==> src/rtl/result_bus_arbiter.sv <==
`default_nettype none
// ============================================================================
// Module      : result_bus_arbiter
// Description : Common-data-bus arbiter for the out-of-order core. Up to
//               PRODUCERS execution units offer tagged results over
//               ready/valid. One result is granted per cycle by round-robin.
//               It is broadcast one cycle later as a registered
//               operand-update strobe that reservation stations snoop.
// Revision    : 1.0 - initial release
// ----------------------------------------------------------------------------
// Ports
//   clk                      : single clock
//   rst                      : synchronous reset, active low
//   result_valid[i]          : producer i offers a result
//   result_ready[i]          : producer i's result is accepted this cycle
//   result_rs_id[i]          : tag of producer i's result
//   result_value[i]          : value of producer i's result
//   operand_valid            : one-cycle broadcast strobe
//   update_op_rs_id          : broadcast tag (held when no strobe)
//   update_op_value          : broadcast value (held when no strobe)
//   zero_id_error            : pulses when a result tagged 0 was consumed
// ============================================================================
module result_bus_arbiter #(
  parameter int PRODUCERS   = 4,
  parameter int RS_ID_WIDTH = 5,
  parameter int DATA_WIDTH  = 32
) (
  input  logic                   clk,
  input  logic                   rst,
  input  logic                   result_valid [0:PRODUCERS-1],
  output logic                   result_ready [0:PRODUCERS-1],
  input  logic [RS_ID_WIDTH-1:0] result_rs_id [0:PRODUCERS-1],
  input  logic [DATA_WIDTH-1:0]  result_value [0:PRODUCERS-1],
  output logic                   operand_valid,
  output logic [RS_ID_WIDTH-1:0] update_op_rs_id,
  output logic [DATA_WIDTH-1:0]  update_op_value,
  output logic                   zero_id_error
);

  localparam int c_PTR_W = (PRODUCERS > 1) ? $clog2(PRODUCERS) : 1;
  typedef logic [c_PTR_W-1:0] ptr_t;
  localparam ptr_t c_LAST = ptr_t'(PRODUCERS - 1);

  ptr_t                   r_rr_ptr;
  logic                   r_operand_valid;
  logic [RS_ID_WIDTH-1:0] r_rs_id;
  logic [DATA_WIDTH-1:0]  r_value;
  logic                   r_zero_id_error;

  logic                   w_grant_found;
  ptr_t                   w_grant_idx;
  ptr_t                   w_next_ptr;
  int                     w_idx;
  logic [RS_ID_WIDTH-1:0] w_sel_id;
  logic [DATA_WIDTH-1:0]  w_sel_value;

  // Rotating-priority search: first valid index at or above r_rr_ptr,
  // wrapping past PRODUCERS-1 back to 0.
  always_comb begin
    w_grant_found = 1'b0;
    w_grant_idx   = '0;
    w_idx         = 0;
    for (int k = 0; k < PRODUCERS; k++) begin
      w_idx = int'(r_rr_ptr) + k;
      if (w_idx >= PRODUCERS) begin
        w_idx = w_idx - PRODUCERS;
      end
      if (!w_grant_found && result_valid[ptr_t'(w_idx)]) begin
        w_grant_found = 1'b1;
        w_grant_idx   = ptr_t'(w_idx);
      end
    end
  end

  // Ready is a pure function of valid and pointer, and is held off in reset
  // so nothing can be consumed while the broadcast registers are clearing.
  always_comb begin
    for (int i = 0; i < PRODUCERS; i++) begin
      result_ready[i] = rst & w_grant_found & (w_grant_idx == ptr_t'(i));
    end
  end

  assign w_next_ptr  = (w_grant_idx == c_LAST) ? '0 : ptr_t'(w_grant_idx + 1'b1);
  assign w_sel_id    = result_rs_id[w_grant_idx];
  assign w_sel_value = result_value[w_grant_idx];

  always_ff @(posedge clk) begin
    if (!rst) begin
      r_rr_ptr        <= '0;
      r_operand_valid <= 1'b0;
      r_rs_id         <= '0;
      r_value         <= '0;
      r_zero_id_error <= 1'b0;
    end else if (w_grant_found) begin
      r_rr_ptr <= w_next_ptr;
      if (w_sel_id != '0) begin
        r_operand_valid <= 1'b1;
        r_rs_id         <= w_sel_id;
        r_value         <= w_sel_value;
        r_zero_id_error <= 1'b0;
      end else begin
        // Tag 0 means "no dependency": waking anything with it would be
        // wrong, so the result is swallowed and flagged instead.
        r_operand_valid <= 1'b0;
        r_zero_id_error <= 1'b1;
      end
    end else begin
      r_operand_valid <= 1'b0;
      r_zero_id_error <= 1'b0;
    end
  end

  assign operand_valid   = r_operand_valid;
  assign update_op_rs_id = r_rs_id;
  assign update_op_value = r_value;
  assign zero_id_error   = r_zero_id_error;

endmodule
`default_nettype wire
==> config.mk <==
export PLATFORM = sky130hd
export DESIGN_NAME = result_bus_arbiter
export DESIGN_NICKNAME = d
export VERILOG_FILES = /design/src/rtl/result_bus_arbiter.sv
export SDC_FILE = /design/constraint.sdc
export NUM_CORES = 1
export LEC_CHECK = 0
export BUFFER_PORTS_ARGS = -buffer_cell sky130_fd_sc_hd__buf_2
export CORE_ASPECT_RATIO = 1.4
export CORE_MARGIN = 2
export CORE_UTILIZATION = 45
export CTS_CLUSTER_SIZE = 20
export DETAILED_ROUTE_END_ITERATION = 6
export GPL_ROUTABILITY_DRIVEN = 0
export PLACE_DENSITY = 0.92
export SLEW_MARGIN = 20
export SYNTH_ARGS = -nofsm -noshare
export SYNTH_HDL_FRONTEND = slang
export SYNTH_SLANG_ARGS = --single-unit
==> constraint.sdc <==
create_clock -name clk -period 3.1 [get_ports clk]
set_input_delay 0.31 -clock clk [delete_from_list [all_inputs] [get_ports clk]]
set_output_delay 0.31 -clock clk [all_outputs]
set_load 0.005 [all_outputs]
; ---- Yosys cells after proc, flatten, opt, wreduce, memory -nomap -nowiden
; Cells that the tools add are included.
[classes]
add_sub_neg = 8
multipliers = 0
div = 0
n_lt_le_gt_ge = 9
eq_ne = 3
n_shift = 0
n_mux = 33
bitwise_logic = 10
reduce_logical = 10
[ops]
columns = op, n
row1 = 32-bit binary-select mux with 2-bit select, 1
row2 = 32-bit 2-to-1 mux, 2
row3 = "3-bit >= comparator, second input constant", 8
row4 = 2-bit 2-to-1 mux, 9
row5 = 2-bit inverter with 3-bit output, 5
row6 = 1-bit 2-to-1 mux, 14
row7 = 5-bit binary-select mux with 2-bit select, 1
row8 = 5-bit 2-to-1 mux, 2
row9 = 1-bit binary-select mux with 2-bit select, 4
row10 = "2-bit by 1-bit subtractor with 2-bit output, second input constant", 4
row11 = "2-bit by 2-bit adder with 3-bit output, second input constant", 2
row12 = 1-bit bitwise AND, 5
row13 = 5-bit nonzero test, 1
row14 = "2-bit == test, second input constant", 2
row15 = 2-bit AND reduction, 2
row16 = "2-bit by 1-bit adder with 3-bit output, second input constant", 1
row17 = "2-bit by 3-bit >= comparator with 1-bit output, second input constant", 1
row18 = 1-bit logical AND, 3
row19 = 1-bit logical NOT, 3
row20 = "2-bit by 1-bit adder with 2-bit output, second input constant", 1
row21 = "2-bit by 1-bit == test with 1-bit output, second input constant", 1
row22 = 2-bit logical NOT, 1
[totals]
reg_bits = 41
latchBits = 0
ram_bits = 0
mem_bits_ro = 0
input_bits = 154
output_inout_bits = 43
wordCells = 78
n_memories = 0

; ---- Longest topological paths before layout
[depth]
depth_word = 22
ltp_mapped = 11
ltp_nobuf = 8

; ---- Worst setup path before layout
; OpenSTA, ideal clock, no wires.
[synth_timing]
kind = register to register
startpoint = register r_rr_ptr[0]
endpoint = register r_value[0], in the netlist update_op_value[0]
setup_time_ns = 0.064
t_arrival_ns = 2.084
required_ns = 3.036
setup_slack_ns = 0.952
stages_incl_launch_ff = 11
period_less_slack_ns = 2.148
cell_sequence = dfxtp_1 -> and2b_1 -> o21a_1 -> buf_2 -> o21ai_0 -> nand3_1 -> a222oi_1 -> buf_4 -> buf_2 -> nand4_1 -> nand4_1
[synth_between]
elab_chain_cells = 22
[synth_rtl]
columns = element, line
row1 = start: declaration, 44  ; ptr_t r_rr_ptr;
row2 = start signal: assignment, 95  ; r_rr_ptr <= w_next_ptr;
row3 = branches (longest 22 deep; another with 2-bit by 1-bit adder with 3-bit output), n/a
row4 = end signal: assignment, 99  ; r_value <= w_sel_value;
row5 = end: declaration, 47  ; logic [DATA_WIDTH-1:0] r_value;
; Parallel ways; which one is timed is not known. The select of a mux whose other input is x is not followed.
; A chain may end at the register's enable or synchronous reset.

; ---- Final worst setup path
[layout_timing]
startpoint = register r_rr_ptr[1]
endpoint = register r_rs_id[0], in the netlist update_op_rs_id[0]
[layout_between]
elab_chain_cells = 22
[layout_rtl]
columns = element, line
row1 = branches (longest 22 deep; another with 2-bit by 1-bit adder with 3-bit output), n/a
row2 = end signal: assignment, 98  ; r_rs_id <= w_sel_id;
row3 = end: declaration, 46  ; logic [RS_ID_WIDTH-1:0] r_rs_id;
; Parallel ways; which one is timed is not known. The select of a mux whose other input is x is not followed.

==> reports/results.ini <==
[run_status]
outcome = finished clean

[clock_network]
clk_latency_ps = 290
tritoncts = built
cts_made_buffers = 5
path_clk_slew_ps = 80
post_cts_buffers = 0
hold_buffers = 0
cts.repair.resized = 0
cts_root_buffer = clkbuf_8
cts.sinks = 41
clockBufferDepth = 2
htreeDepth = 2

[global_routing]
grt_max_degree = 67
grt_pass1_vias = 4214
grt_overflow = 0
antenna_found_initial = 0
grt.total_usage_pct = 27.06
grt_pass1_wl_um = 18840

[route]
vias_per_cell = 6.008
drc = 0
wl_met2_um = 6081
routed.top_layer = met4
firstDrtPassIters = 7
met3WireLength_um = 844
wire_per_inst_um = 15.36
ant_nets = 0
wirelength_um = 11750
num_vias = 4596
routedLengthMet1_um = 4531
dr.first_iter.drc_count = 275

[floorplanning]
start_util_pct = 46.68
die_x_um = 77.85
core-area_sq_um = 7361
die-area_sq_um = 8360
num_io_pins = 197
fp.dieH_um = 107.4
rows = 37

[worst_setup_path]
reg2reg_from = r_rr_ptr[1]
critical_path_class = flop to flop
start_kind = flop
arrival_ps = 2870
crit_path_start = r_rr_ptr[1]
end_kind = flop
cp_max_fo = 66
cp.required_ps = 3300

[sta]
setup_viol = 0
worst_slew_pin_slew_ps = 632.3
slew_viol_final = 0
min_period_over_period_pct = 85.93
finalHoldWorstSlack_ps = 434.1
period_needed_ps = 2664
relSlewSlack_pct = 57.84
fmax_mhz = 375.4
skew_ps = 5.222
hold_viol = 0
finalSetupTns_ps = 0
rsz0062_at_grt = no

[final_layout]
layout.nets = 826
area_delta_synth_final_pct = 32.45
final_cells = 765
layout-drive-gt1-share_pct = 34.28
diodes = 0
n_fill_cell = 674
final_common_cell = buf_2
layout_common_cells = buf_2, nand2_1, nand4_1

[logic_synthesis]
synth.avg_cell_area_sq_um = 6.790
synth_warnings = 0
synth_ff_type = dfxtp_1
synthesis.area_sq_um = 3436
synth-edff-count = 0
ys_seq_elements = 41
async_flop_share_pct = 0
synth_nets = 664
synth.distinct_cells = 32
seq_area_frac_synth_pct = 23.89
syn-instance-count = 506

[job]
cap_violations = 0

[power]
ir_drop_mv = 0.2528
powerDensity_nw_per_um2 = 603.5
p_leak_nw = 2.153

[place]
dp_hpwl_um = 8827
placement.io_buffers = 196
place_inst = 758

[min_path]
hp-start = result_valid[0]
hold_class = primary input to flop

-- path summary, 6_finish.rpt --
kind         depth (start not counted)  slack [ps]                 end
min reg2reg                          2         470  update_op_rs_id[3]
max                                  8         440  update_op_rs_id[0]
max reg2reg                          8         440  update_op_rs_id[0]
min                                  4         430         r_rr_ptr[0]
-- cell families (layout without fill, tap and decap cells) --
logic type,Yosys count,after routing,synth area share [%]
AND/OR/NAND/NOR,302,302,45.45
buffers and inverters,63,225,7.465
AO/OA/AOI/OAI,96,96,21.74
flip-flops,41,41,23.89
adder cells (fa/ha/maj),4,4,1.457
-- power breakdown --
group | total, W | switching, W | internal [W]
Sequential | 0.000896 | 0.000162 | 0.000734
Combinational | 0.00150 | 0.000881 | 0.000614
Clock | 0.000355 | 0.000178 | 0.000177
-- area by class of cell --
| class | instances | area (sq um) | share of cell area [%] |
|---|---|---|---|
| multi-input cells | 402 | 2377 | 52.24 |
| well taps | 97 | 121.4 | 2.667 |
| repair buffers | 211 | 1119 | 24.58 |
| clock buffers | 7 | 86.33 | 1.897 |
| flip-flops and latches | 41 | 820.8 | 18.04 |
| inverters | 7 | 26.28 | 0.5774 |
-- stage by stage --
stage          util [%]  area, sq um  power (W)  setup WS, ps
2_1_floorplan         -         3436   0.001822         951.7
3_3_place_gp      60.63         4463   0.002319         414.7
3_5_place_dp      60.63         4463   0.002396         265.6
4_1_cts           61.81         4549   0.002753         364.2
5_1_grt           61.82         4551   0.002961         235.0
6_report          61.82         4551   0.002746         436.2
-- synth_stat cells (2+ instances only) --
library cell	number	area share [%]
nand3_1	55	8.0
a211oi_1	33	7.2
nand2b_1	32	5.8
a31oi_1	3	0.55
and3_1	36	6.6
a311oi_1	34	8.7
o21ai_0	8	1.2
inv_1	6	0.66
a221oi_2	3	1.3
o21ai_1	5	0.73
nor2_1	4	0.44
dfxtp_1	41	24
buf_2	13	1.9
ha_1	4	1.5
clkbuf_1	41	4.5
a21oi_1	5	0.73
nand2_1	104	11
nand4_1	64	12
nor2b_1	2	0.36
-- worst max-delay path: stages, from the launching register on --
cell	delay (ps)
dfxtp_1	370
nand2_1	90
a211o_1	540
nand3_1	200
nand3_1	130
a222oi_1	530
buf_12	310
nand2_4	130
a311oi_1	270
-- per-layer routing --
layer | up-vias | global-route usage [%]
li1 | 2215 | -
met1 | 2107 | 31.73
met2 | 249 | 50.18
met3 | 25 | 2.265
met4 | 0 | 10.59
met5 | - | 0
-- flip-flops by register name, indices dropped and copies added, names as in the netlist --
signal	cells
r_rr_ptr	2
update_op_rs_id	5
zero_id_error	1
update_op_value	32
operand_valid	1
Note: power is estimated with default switching activity, not from simulation.
